$ cat src/rtl/divisor_pkg.sv
// Shared types for the sequential divider.
// State encoding and counter sizing helper.
package divisor_pkg;

   typedef enum logic [1:0] {
      ST_IDLE = 2'd0,
      ST_RUN  = 2'd1,
      ST_DONE = 2'd2
   } state_t;

   function automatic int cnt_w(input int n);
      return $clog2(n + 1);
   endfunction

endpackage

$ cat src/rtl/subtrator.sv
// Borrow-ripple subtractor: D = A - B - B_in.
// B_out is the borrow out of the top bit.
module subtrator #(
   parameter int W = 5
) (
   input  logic [W-1:0] A,
   input  logic [W-1:0] B,
   input  logic         B_in,
   output logic [W-1:0] D,
   output logic         B_out
);

   logic [W:0] bc;

   assign bc[0] = B_in;

   for (genvar i = 0; i < W; i++) begin : g_bit
      assign D[i]    = A[i] ^ B[i] ^ bc[i];
      assign bc[i+1] = (~A[i] & B[i]) | (~(A[i] ^ B[i]) & bc[i]);
   end

   assign B_out = bc[W];

endmodule

$ cat src/rtl/divisor_sequencial.sv
// Restoring divider, one quotient bit per clock.
// A single shared subtrator does every trial subtraction.
module divisor_sequencial
   import divisor_pkg::*;
#(
   parameter int N = 4
) (
   input  logic         clk,
   input  logic         rst_n,
   input  logic         start,
   input  logic [N-1:0] dividend,
   input  logic [N-1:0] divisor,
   output logic         busy,
   output logic         done,
   output logic [N-1:0] quotient,
   output logic [N-1:0] remainder,
   output logic         div_zero
);

   localparam int CNT_W = cnt_w(N);

   state_t             state_q, state_d;
   logic [N-1:0]       q_q, q_d;
   logic [N-1:0]       r_q, r_d;
   logic [N-1:0]       d_q, d_d;
   logic [CNT_W-1:0]   cnt_q, cnt_d;
   logic               dz_q, dz_d;

   logic [N:0]         s;
   logic [N:0]         diff;
   logic               brw;
   logic               unused_msb;

   assign s = {r_q, q_q[N-1]};

   subtrator #(.W(N + 1)) u_sub (
      .A     (s),
      .B     ({1'b0, d_q}),
      .B_in  (1'b0),
      .D     (diff),
      .B_out (brw)
   );

   // Remainder stays below the divisor, so the top diff bit is never needed.
   assign unused_msb = diff[N];

   always_comb begin
      state_d = state_q;
      q_d     = q_q;
      r_d     = r_q;
      d_d     = d_q;
      cnt_d   = cnt_q;
      dz_d    = dz_q;
      unique case (state_q)
         ST_IDLE: begin
            if (start) begin
               if (divisor != '0) begin
                  q_d     = dividend;
                  r_d     = '0;
                  d_d     = divisor;
                  cnt_d   = CNT_W'(N);
                  dz_d    = 1'b0;
                  state_d = ST_RUN;
               end else begin
                  q_d     = '1;
                  r_d     = dividend;
                  d_d     = divisor;
                  dz_d    = 1'b1;
                  state_d = ST_DONE;
               end
            end
         end
         ST_RUN: begin
            r_d   = brw ? s[N-1:0] : diff[N-1:0];
            q_d   = {q_q[N-2:0], ~brw};
            cnt_d = cnt_q - 1'b1;
            if (cnt_q == CNT_W'(1)) begin
               state_d = ST_DONE;
            end
         end
         ST_DONE: begin
            state_d = ST_IDLE;
         end
         default: begin
            state_d = ST_IDLE;
         end
      endcase
   end

   always_ff @(posedge clk) begin
      if (!rst_n) begin
         state_q <= ST_IDLE;
         q_q     <= '0;
         r_q     <= '0;
         d_q     <= '0;
         cnt_q   <= '0;
         dz_q    <= 1'b0;
      end else begin
         state_q <= state_d;
         q_q     <= q_d;
         r_q     <= r_d;
         d_q     <= d_d;
         cnt_q   <= cnt_d;
         dz_q    <= dz_d;
      end
   end

   assign busy      = (state_q == ST_RUN);
   assign done      = (state_q == ST_DONE);
   assign quotient  = q_q;
   assign remainder = r_q;
   assign div_zero  = dz_q;

endmodule
$ cat config.mk
export PLATFORM = sky130hd
export DESIGN_NAME = divisor_sequencial
export DESIGN_NICKNAME = d
export VERILOG_FILES = /design/src/rtl/divisor_pkg.sv /design/src/rtl/subtrator.sv /design/src/rtl/divisor_sequencial.sv
export SDC_FILE = /design/constraint.sdc
export NUM_CORES = 1
export LEC_CHECK = 0
export ABC_AREA = 1
export CORE_UTILIZATION = 45
export CTS_CLUSTER_DIAMETER = 40
export DETAILED_ROUTE_END_ITERATION = 10
export GPL_TIMING_DRIVEN = 0
export PLACE_DENSITY = 0.72
export RECOVER_POWER = 100
export SYNTH_ARGS = -nofsm -noshare
export SYNTH_HDL_FRONTEND = slang
export SYNTH_SLANG_ARGS = --single-unit
export TNS_END_PERCENT = 30
$ cat constraint.sdc
create_clock -name clk -period 2.5 [get_ports clk]
set_clock_uncertainty 0.2 [all_clocks]
set_input_delay 0.5 -clock clk [delete_from_list [all_inputs] [get_ports clk]]
set_output_delay 0.5 -clock clk [all_outputs]
set_load 0.01 [all_outputs]
Word-level counts from Yosys, hierarchy flattened:

Cells that the tools add are included.

* $add $sub $neg: 1
* equal/unequal tests: 6
* muxes and demuxes: 15
* bitwise gates (word level): 27
* reduce and logical (&&, ||, !) cells: 7

Operator list (count)
* 4-bit 2-to-1 mux: 5
* 4-bit case mux with 2 select lines: 2
* 1-bit inverter: 9
* 1-bit bitwise AND: 8
* 1-bit XOR: 7
* 2-bit 2-to-1 mux: 3
* 3-bit 2-to-1 mux: 2
* 3-bit case mux with 2 select lines: 1
* 2-bit AND reduction: 3
* 2-bit != test, second input constant: 2
* 2-bit case mux with 2 select lines: 1
* 4-bit nonzero test: 1
* 3-bit by 1-bit equality test with 1-bit output, second input constant: 1
* 1-bit bitwise OR: 3
* 3-bit AND reduction: 1
* 3-bit by 1-bit subtractor with 3-bit output, second input constant: 1
* 2-bit by 1-bit equality test with 1-bit output, second input constant: 1
* 2-bit equality test, second input constant: 1
* 2-bit logical NOT: 1
* 2-bit by 1-bit != test with 1-bit output, second input constant: 1
* 2-bit nonzero test: 1
* 1-bit 2-to-1 mux: 1

* register bits after elaboration: 18
* input bits: 11

Depth between registers and ports, before layout:

Gate-level depths: netlist (run 1).

* depth in word-level cells: 11
* depth in mapped cells: 13
* depth with buffers taken out: 13

By module:

From an unflattened synthesis (run 1), not the netlist that was laid out.

* cells, all modules: 152
* area total of the unflattened synthesis: 1047.3 um^2

By module, submodules not included
* divisor_sequencial: times used 1, cells an instance 135, area an instance 902.1 um^2, seq. area each 360.3 um^2
* subtrator: times used 1, cells an instance 17, area an instance 145.1 um^2, seq. area each 0.0 um^2

Least setup slack after synthesis (run 1):

No wires, ideal clock.

* kind: reg-to-reg
* start: register q_q[3] (netlist: quotient[3])
* end: register r_q[0] (netlist: remainder[0])
* setup time: 0.109 ns
* arrival time: 2.062 ns
* required time: 2.191 ns
* slack: 0.129 ns
* cell stages (with the launch flop): 14
* cell sequence: dfxtp_1 -> inv_1 -> ha_1 -> inv_1 -> fa_1 -> inv_1 -> fa_1 -> fa_1 -> nand2_1 -> nand2_1 -> nand3_1 -> nand3_1 -> nand2_1 -> inv_1

* word-level cells in the longest chain between the ends: 11

Ends and longest elaborated chain
* start: declaration: RTL line divisor_sequencial.sv:23 `logic [N-1:0] q_q, q_d;`
* start signal: assignment: RTL line divisor_sequencial.sv:100 `q_q <= q_d;`
* 1-bit inverter: RTL line subtrator.sv:19 `assign bc[i+1] = (~A[i] & B[i]) | (~(A[i] ^ B[i]) & bc[i]);`
* 1-bit bitwise AND (2 in a row): RTL line subtrator.sv:19
* 1-bit bitwise OR: RTL line subtrator.sv:19
* 1-bit bitwise AND: RTL line subtrator.sv:19
* 1-bit bitwise OR: RTL line subtrator.sv:19
* 1-bit bitwise AND: RTL line subtrator.sv:19
* 1-bit bitwise OR: RTL line subtrator.sv:19
* 1-bit bitwise AND: RTL line subtrator.sv:19
* 4-bit 2-to-1 mux (*): RTL line divisor_sequencial.sv:74 `r_d = brw ? s[N-1:0] : diff[N-1:0];`
* 4-bit case mux with 2 select lines (*): RTL line divisor_sequencial.sv:54 `unique case (state_q)`
* end signal: assignment: RTL line divisor_sequencial.sv:101 `r_q <= r_d;`
* end: declaration: RTL line divisor_sequencial.sv:24 `logic [N-1:0] r_q, r_d;`

Every way passes the cells marked *; elsewhere a longest branch is shown, timed or not.
A chain may end at the register's enable or synchronous reset.

Final worst setup path (run 1):

* start: register state_q[0]
* end: output busy

* word-level cells in the longest chain between the ends: 1

Ends and longest elaborated chain
* start: declaration: RTL line divisor_sequencial.sv:22 `state_t state_q, state_d;`
* start signal: assignment: RTL line divisor_sequencial.sv:99 `state_q <= state_d;`
* 2-bit by 1-bit equality test with 1-bit output: RTL line divisor_sequencial.sv:108 `assign busy = (state_q == ST_RUN);`
* end: declaration: RTL line divisor_sequencial.sv:13 `output logic busy,`

No other way between the ends.

==> metrics.txt, run 1 <==
status=complete, no violations; Top Layer Used=met4; initial antenna violation count=0; hold depth=2; layout cells sized above 1=about 14%; CTS Hold Bufs=0; number of buffers created by CTS=3; drt via density=about 5.1; Tcrit/Tclk final=just under 100%; Clock Sinks=18; largest family of logic cells by synthesized area=simple AND/OR/NAND/NOR gates; Peak Freq=roughly 0.42 GHz; Ys Warns=0; area growth from synthesis to layout=29.5%; WHS=between 0.2 and 0.3 ns; Hold Crit Class=register to register; Worst Setup Start Kind=register; hpwl dp=about 1700 µm; gpl congestion=about 0.82; mean area per synthesized cell=~7.2 µm²; CTS tree=yes; final slew viol count=0; cell taking the most area after synthesis=dfxtp_1; die width=49.4 µm; Initial Utilization=roughly 50%; critical path endpoint category=output pin; post-route cell area=0.00131 mm²; Mapped Cells=140; WHS Endpoint=cnt_q[1]; total track usage=21.5%; Critical R2R Capture=remainder[0]; # IOs=22; worst path arrival time=1.70 ns; clock buffer depth=2; largest net degree at the start of global routing=11; mux cell area share after synthesis=0%; pwr dens=slightly below 600 mW/mm²; Seq cells post-synth=18; final setup fails=0; Met1 Wirelength=between 1000 and 1500 µm; peak supply drop=356 µV; Setup CP Type=register to output pin; Compound-Gate Fraction of Synth Area=13.9%; nets@finish=184; core area=0.00204 mm²; Yosys cell types=21; clock slew at reported path FFs=roughly 0.10 ns; Top Family by Delay on Critical Path=buffers and inverters; Clk Tree Root Cell=clkbuf_4; Placed Instance Area=0.00125 mm²; vias in the first global route=between 800 and 900; launching point of the worst reg2reg path=quotient[3]; crit-path max cell delay=0.54 ns; die extent in y=roughly 49 µm; gr ovfl total=0; Overall Power=0.772 mW; worst skew pair latency=around 0.30 ns; Slowest-stage cell, CP=clkdlybuf4s50_1; Worst EP required=~1.8 ns; R2R setup slack=approximately 0.14 ns; Slew HR=between 60% and 70%; Starting DRT DRC Count=23; first-pass GRT wire length=just under 4000 µm; RSZ-0062 raised after global routing=no; Critical Path Fanout Max=10; final hold viol count=0; Hold Startpoint=cnt_q[1]; Synth Cell Area=between 0.001 and 0.0015 mm²; Post-Synth XOR/XNOR Area=less than 1%; Die Footprint=approximately 0.0024 mm²; Slew @ Worst Pin=0.503 ns; worst path bufs/invs=3; Simple-Gate Fraction of Synth Area=slightly below 30%; antenna diode count=0; I/O Buffers=21; post-route ant nets=0; Cell Rows=16; r2r worst-path depth=13; largest cells by area after synthesis=dfxtp_1, nand2_1, nand3_1; CP Cell Sequence=inv_2, nor2_4, buf_4, clkdlybuf4s50_1; Post-Route WL=between 2000 and 2500 µm; H-Tree Depth=1; syn_nets=157; met2 WL post-DR=between 1000 and 1500 µm; Max Cap Violations=0; Tmin final=2.40 ns; Adder-Cell Fraction of Synth Area=a little under 10%; setup tns final=0 ns; WL/cell=around 12 µm; Residual DRC=0; Yosys top cell area share=35.6%; drt pass-1 iters=4; routed wire length on met3=about 75 µm; routed via count=~990; register area share after synthesis=~36%; leakage dissipation=0.612 nW
-- layout make-up --
type / instances / area (µm²)
multi-input cells: 95 / 554
plain buffers: 1 / 7.51
repair buffers: 22 / 218
clock buffers: 4 / 36.3
fillers: 202 / 733
inverters: 26 / 97.6
well taps: 27 / 33.8
flip-flops and latches: 18 / 362
-- cell families (layout without fill, tap and decap cells) --
logic type / count (synthesis) / after routing
compound gates: 25 / 25
xor+xnor: 1 / 1
simple gates: 63 / 63
fa+ha+maj: 6 / 6
buf+inv: 27 / 53
flops: 18 / 18
-- registers in the layout, summed over array words and instances (netlist names) --
signal / cells
state_q: 2
d_q: 4
div_zero: 1
remainder: 4
cnt_q: 3
quotient: 4
-- worst register-to-register path, delay by kind of cell (launching register included) --
kind          cells  cell delay (ns)
buf+inv           5             0.38
flops             1             0.33
fa+ha+maj         4             1.14
simple gates      4             0.27
-- metrics by stage --
step	worst slack [ns]	util [%]	cells
after detailed placement	-0.0323	61.5	188
after floorplan	0.129	-	140
after global placement	0.0522	61.5	188
final	0.0973	64.1	193
after global routing	0.00694	64.1	193
after CTS	0.0367	63.4	192
-- metal layers --
layer	vias to the layer above	track usage, %
met3	5	2.80
met5	-	0
li1	501	-
met4	0	8.57
met1	459	25.1
met2	22	39.0
-- worst max path at each step --
stage,slack [ns],cells past startpoint,startpoint,endpoint
after floorplan,0.13,13,quotient[3],remainder[0]
after detailed placement,-0.03,13,quotient[3],remainder[1]
after CTS,0.04,13,quotient[3],remainder[1]
final,0.1,4,state_q[0],busy
after global routing,0.007,13,quotient[3],remainder[0]
after global placement,0.05,13,quotient[3],remainder[3]
-- Yosys cell counts --
master / n
or2_1: 1
buf_6: 1
a21oi_2: 1
nand2_1: 24
a21oi_1: 11
nand4_1: 4
nand3_2: 1
dfxtp_1: 18
o21ai_0: 12
ha_1: 3
nor2_4: 1
inv_2: 4
fa_1: 3
xor2_1: 1
nor2_2: 2
nand2_2: 3
clkinv_1: 1
nand3_1: 16
inv_1: 21
o21ai_4: 1
nor2_1: 11
-- power breakdown --
group / total, mW / internal [mW] / switching (mW)
clock network: 0.179 / 0.0889 / 0.0904
logic: 0.256 / 0.115 / 0.141
registers: 0.337 / 0.316 / 0.0204
-- placed cells by master, fill, tap and decap left out, types with 2 or more instances in the layout --
cell type | Yosys | layout
ha_1 | 3 | 2
buf_4 | 0 | 2
inv_2 | 4 | 4
a21oi_1 | 11 | 11
nand3_1 | 16 | 16
o21ai_0 | 12 | 12
fa_2 | 0 | 3
nand4_1 | 4 | 4
dlygate4sd3_1 | 0 | 12
clkbuf_4 | 0 | 3
nand2_2 | 3 | 2
dfxtp_1 | 18 | 17
nand2_1 | 24 | 24
nor2_1 | 11 | 12
inv_1 | 21 | 21
clkdlybuf4s50_1 | 0 | 9
-- what timing repair did --
item / 4_1_cts / 5_1_grt
pin swaps: 0 / 1
setup endpoints to repair: 4 / 4
buffers inserted: 0 / 1
resized for setup: 1 / 7
Note: power is estimated with default switching activity, not from simulation.
==> run 2, diff against run 1 <==
--- a/config.mk
+++ b/config.mk
@@ -6,12 +6,14 @@
 export NUM_CORES = 1
 export LEC_CHECK = 0
 export ABC_AREA = 1
-export CORE_UTILIZATION = 45
+export CORE_MARGIN = 2
+export CORE_UTILIZATION = 40
 export CTS_CLUSTER_DIAMETER = 40
 export DETAILED_ROUTE_END_ITERATION = 10
 export GPL_TIMING_DRIVEN = 0
-export PLACE_DENSITY = 0.72
+export PLACE_DENSITY = 0.65
 export RECOVER_POWER = 100
+export REMOVE_ABC_BUFFERS = 1
 export SYNTH_ARGS = -nofsm -noshare
 export SYNTH_HDL_FRONTEND = slang
 export SYNTH_SLANG_ARGS = --single-unit
==> metrics.txt, run 2 (synthesis results as in run 1) <==
status=complete, no violations; leakage dissipation=0.600 nW (-1.9%); Post-Route WL=2350 µm (+1.5%); Initial Utilization=41.6% (-7.9 points); drt pass-1 iters=4 (unchanged); first-pass GRT wire length=4030 µm (+3.2%); routed via count=979 (-0.81%); nets@finish=186 (+1.1%); post-route ant nets=0 (unchanged); most frequent cells in the layout=nand2_1, inv_1, clkdlybuf4s50_1; Slew HR=78.4% (+12 points); post-route cell area=0.00133 mm² (+1.4%); Worst EP required=2.50 ns (+0.70 ns); Tmin final=2.37 ns (-0.0294 ns); Slowest-stage cell, CP=fa_2; area growth from synthesis to layout=31.3%; clock buffer depth=2 (unchanged); largest net degree at the start of global routing=14 (+3); Die Footprint=0.00295 mm² (+21%); antenna diode count=0 (unchanged); Max Cap Violations=0 (unchanged); WL/cell=11.9 µm (-1.1%); RSZ-0062 raised after global routing=yes; core area=0.00243 mm² (+19%); initial antenna violation count=0 (unchanged); gr ovfl total=0 (unchanged); clock slew at reported path FFs=0.12 ns (+0.02 ns); Clk Tree Root Cell=clkbuf_4; H-Tree Depth=1 (unchanged); Critical Path Fanout Max=6 (-4); Starting DRT DRC Count=14 (-39%); Setup CP Type=register to register; Slew @ Worst Pin=0.321 ns (-0.181 ns); crit-path most repeated cell=inv_1; gpl congestion=0.771 (-6.0%); worst path arrival time=2.37 ns (+0.67 ns); CP Cell Sequence=inv_1, ha_1, inv_1, fa_1, inv_1, fa_2, fa_2, nand2_4, nand2_1, nand3_1, nand3_1, nand2_1, inv_1; hpwl dp=1710 µm (-2.2%); crit-path max cell delay=0.44 ns (-0.10 ns); final hold viol count=0 (unchanged); CTS tree=yes; commonest non-fill, non-tap cell in the layout=nand2_1; critical path endpoint category=register; Cell Rows=18 (+2); # fillers=257 (+27%); die extent in y=54.3 µm (+9.9%); worst skew pair latency=0.30 ns (about the same); die width=54.3 µm (+9.9%); number of buffers created by CTS=3 (unchanged); DP Cell Count=190 (+1.1%); R2R setup slack=0.13 ns (about the same); total track usage=19.0% (-2.5 points); vias in the first global route=937 (+5.9%); Worst Setup Start Kind=register; Tcrit/Tclk final=94.9% (-1.2 points); final slew viol count=0 (unchanged); Residual DRC=0 (unchanged); Clock Sinks=18 (unchanged); Peak Freq=0.421 GHz (+1.2%); CTS Hold Bufs=0 (unchanged); drt via density=4.94 (-3.3%); # IOs=22 (unchanged); Placed Instance Area=0.00125 mm² (-0.60%); peak supply drop=365 µV (+2.6%); Hold Crit Class=register to register; post-route insts no fill=198 (+2.6%); layout cells sized above 1=14.3% (+0.43 points); pwr dens=591 mW/mm² (+0.14%); final setup fails=0 (unchanged); I/O Buffers=21 (unchanged)
## run 2: through the flow
| stage | worst slack [ns] | setup TNS [ns] | util (%) | total power, mW | hold WS, ns |
|---|---|---|---|---|---|
| 3_3_place_gp | 0.0251 | 0 | 51.3 | 0.581 | 0.250 |
| 5_1_grt | -0.0136 | -0.0136 | 54.6 | 0.838 | 0.305 |
| 2_1_floorplan | 0.129 | 0 | - | 0.495 | 0.240 |
| 3_5_place_dp | -0.000685 | -0.000685 | 51.3 | 0.586 | 0.257 |
| 4_1_cts | 0.0384 | 0 | 52.9 | 0.773 | 0.272 |
| 6_report | 0.127 | 0 | 54.6 | 0.784 | 0.272 |
## run 2: layout make-up
class / instances / area [µm²] / share of cell area (%)
Clock buffer: 4 / 36.3 / 2.73
Multi-Input combinational cell: 95 / 554 / 41.8
Tap cell: 30 / 37.5 / 2.83
Timing Repair Buffer: 25 / 240 / 18.1
Sequential cell: 18 / 362 / 27.2
Inverter: 26 / 97.6 / 7.35
## run 2: metal layers
metal  wire [µm]  vias up  GRT usage (%)
li1            -      506              -
met1        1070      452           24.2
met2        1160       19           30.7
met3          96        2           3.55
met4          17        0           9.17
met5           0        -              0
## run 2: final timing paths
path,depth (start not counted),from,endpoint
setup / recovery,13,quotient[3],remainder[1]
setup reg to reg,13,quotient[3],remainder[1]
hold reg to reg,2,cnt_q[1],cnt_q[1]
hold / removal,2,cnt_q[1],cnt_q[1]
## run 2: worst max-delay path, delay by kind of cell, from the launching register on
kind / cells / cell delay [ns]
adders and majority gates: 4 / 1.13
and+or+nand+nor: 5 / 0.37
DFF: 1 / 0.34
buffers and inverters: 4 / 0.21
## run 2: where the power goes
part           leakage, nW  total, mW  switching, mW  internal, mW
registers            0.149      0.337         0.0203         0.316
logic                0.430      0.263          0.143         0.120
clock network       0.0210      0.185         0.0962        0.0888
## run 2: repair_timing
action | CTS | global route
gates resized for setup | 1 | 4
buffers inserted | 0 | 4
hold endpoints to repair | 0 | 0
setup endpoints to repair | 4 | 5
pin swaps | 0 | 3
cloned | 0 | 0
==> run 3, diff against run 2 <==
--- a/config.mk
+++ b/config.mk
@@ -11,6 +11,7 @@
 export CTS_CLUSTER_DIAMETER = 40
 export DETAILED_ROUTE_END_ITERATION = 10
 export GPL_TIMING_DRIVEN = 0
+export HOLD_SLACK_MARGIN = 0.05
 export PLACE_DENSITY = 0.65
 export RECOVER_POWER = 100
 export REMOVE_ABC_BUFFERS = 1
==> constraint.sdc (replaced) <==
create_clock -name clk -period 2.2 [get_ports clk]
set_clock_uncertainty 0.2 [all_clocks]
set_input_delay 0.44 -clock clk [delete_from_list [all_inputs] [get_ports clk]]
set_output_delay 0.44 -clock clk [all_outputs]
set_load 0.01 [all_outputs]
==> metrics.txt, run 3 (synthesis results as in run 1) <==
commonest non-fill, non-tap cell in the layout=clkdlybuf4s50_1; R2R setup slack=-0.11 ns (-0.23 ns); Slew HR=76.5% (-1.9 points); hold depth=2 (unchanged); final setup fails=4 (+4); Starting DRT DRC Count=12 (-2); Hold Crit Class=register to register; Hold Startpoint=cnt_q[1]; core area=0.00243 mm² (unchanged); peak supply drop=423 µV (+16%); Cell Rows=18 (unchanged); pwr dens=677 mW/mm² (+15%); Initial Utilization=41.6% (unchanged); Setup CP Type=register to register; WHS=0.269 ns (-0.00297 ns); Die Footprint=0.00295 mm² (unchanged); total track usage=19.9% (+0.91 points); worst path arrival time=2.32 ns (-0.05 ns); Clk Tree Root Cell=clkbuf_4; largest net degree at the start of global routing=13 (-1); die width=54.3 µm (unchanged); initial antenna violation count=0 (unchanged); layout cells sized above 1=22.4% (+8.1 points); critical path endpoint category=register; most frequent cells in the layout=clkdlybuf4s50_1, inv_1, nand2_1; final hold viol count=0 (unchanged); die extent in y=54.3 µm (unchanged); WL/cell=12.8 µm (+8.0%); H-Tree Depth=1 (unchanged); Tcrit/Tclk final=105% (+9.9 points); r2r worst-path depth=13 (unchanged); worst skew pair latency=0.30 ns (about the same); antenna diode count=0 (unchanged); number of buffers created by CTS=3 (unchanged); RSZ-0062 raised after global routing=yes; Critical R2R Capture=remainder[2]; first-pass GRT wire length=4190 µm (+3.9%); Peak Freq=0.434 GHz (+2.9%); drt via density=4.90 (-0.95%); # fillers=245 (-4.7%); status=complete, but fails checks; final core utilization=56.1% (+1.5 points); Tmin final=2.31 ns (-0.0678 ns); I/O Buffers=21 (unchanged); # IOs=22 (unchanged); Worst EP required=2.21 ns (-0.29 ns); routed via count=955 (-2.5%); area growth from synthesis to layout=35.0%; clock slew at reported path FFs=0.11 ns (about the same); Max Cap Violations=0 (unchanged); share of total power in sequential cells=41.6% (-1.3 points); switching power=0.318 mW (+22%); Worst Setup Start Kind=register; Final WS setup=-0.106 ns (-0.232 ns); clock share of power=22.7% (-0.9 points); WHS Endpoint=cnt_q[1]; Post-Route WL=2500 µm (+6.3%); vias in the first global route=949 (+1.3%); switching share of power=34.4% (+1.2 points); setup tns final=-0.399 ns (-0.399 ns); failing checks=negative setup slack; combinational power share=35.7% (+2.2 points); Overall Power=0.924 mW (+18%); launching point of the worst reg2reg path=quotient[3]; clock buffer depth=2 (unchanged); gr ovfl total=0 (unchanged); Slew @ Worst Pin=0.350 ns (+0.0285 ns); Clock Sinks=18 (unchanged); pre-CTS setup slack=-0.301 ns (-0.300 ns); post-route ant nets=0 (unchanged); CTS tree=yes; Pint=0.607 mW (+16%); Residual DRC=0 (unchanged); leakage dissipation=0.598 nW (-0.42%); hpwl dp=1710 µm (unchanged); drt pass-1 iters=4 (unchanged); nets@finish=183 (-1.6%); Critical Path Fanout Max=6 (unchanged); gpl congestion=0.771 (unchanged); final slew viol count=0 (unchanged)
[run 3: cell types whose count changed in the layout (fill, tap and decap cells not counted), sizes merged]
cell | previous run | this run
buf | 4 | 1
clkdlybuf4s50 | 19 | 20
dlygate4sd3 | 2 | 1
[run 3: worst max-delay path by stage]
stage	start	cells after the start	end
after floorplan	quotient[3]	13	remainder[0]
after global placement	quotient[3]	13	remainder[3]
after detailed placement	quotient[3]	13	remainder[3]
after CTS	quotient[3]	13	remainder[1]
after global routing	quotient[3]	13	remainder[0]
final	quotient[3]	13	remainder[2]
[run 3: area by class of cell]
class | count | area [µm²] | share of cell area, %
flip-flops and latches | 18 | 362 | 26.5
inverters | 26 | 97.6 | 7.15
multi-input cells | 95 | 614 | 45.0
clock buffers | 4 | 36.3 | 2.66
well taps | 30 | 37.5 | 2.75
repair buffers | 22 | 218 | 15.9
[run 3: worst max-delay path, stage by stage (launching register included)]
cell	delay, ns
dfxtp_2	0.36
inv_2	0.06
ha_4	0.15
inv_2	0.05
fa_2	0.18
inv_2	0.04
fa_2	0.35
fa_2	0.43
nand2_4	0.13
nand2_1	0.07
nand3_2	0.06
nand3_1	0.07
nand2_1	0.06
inv_1	0.03
[run 3: timing repair]
item,4_1_cts,5_1_grt
hold buffers,0,0
resized for setup,10,12
endpoints found under the setup margin,6,7
gates cloned,0,0
setup buffers,1,0
pin swaps,10,7
[run 3: power groups by stage]
| stage | Clock [mW] | Sequential (mW) | Combinational [mW] |
|---|---|---|---|
| 3_3_place_gp | 0 | 0.388 | 0.272 |
| 6_report | 0.210 | 0.384 | 0.330 |
| 2_1_floorplan | 0 | 0.395 | 0.167 |
| 4_1_cts | 0.216 | 0.384 | 0.293 |
| 3_5_place_dp | 0 | 0.390 | 0.276 |
| 5_1_grt | 0.227 | 0.389 | 0.372 |
[run 3: per-layer routing]
layer  routed length [µm]  track usage (%)  share of wire [%]
met3                   75             3.55                3.0
met2                 1250             32.9                 50
met5                    0                0                  0
met4                   17             9.17               0.68
met1                 1160             25.0                 46
[run 3: stage by stage]
stage | cell area [µm²] | std cells
after CTS | 1320 | 195
after global placement | 1250 | 190
after global routing | 1370 | 195
after detailed placement | 1250 | 190
final | 1370 | 195
after floorplan | 1000 | 139
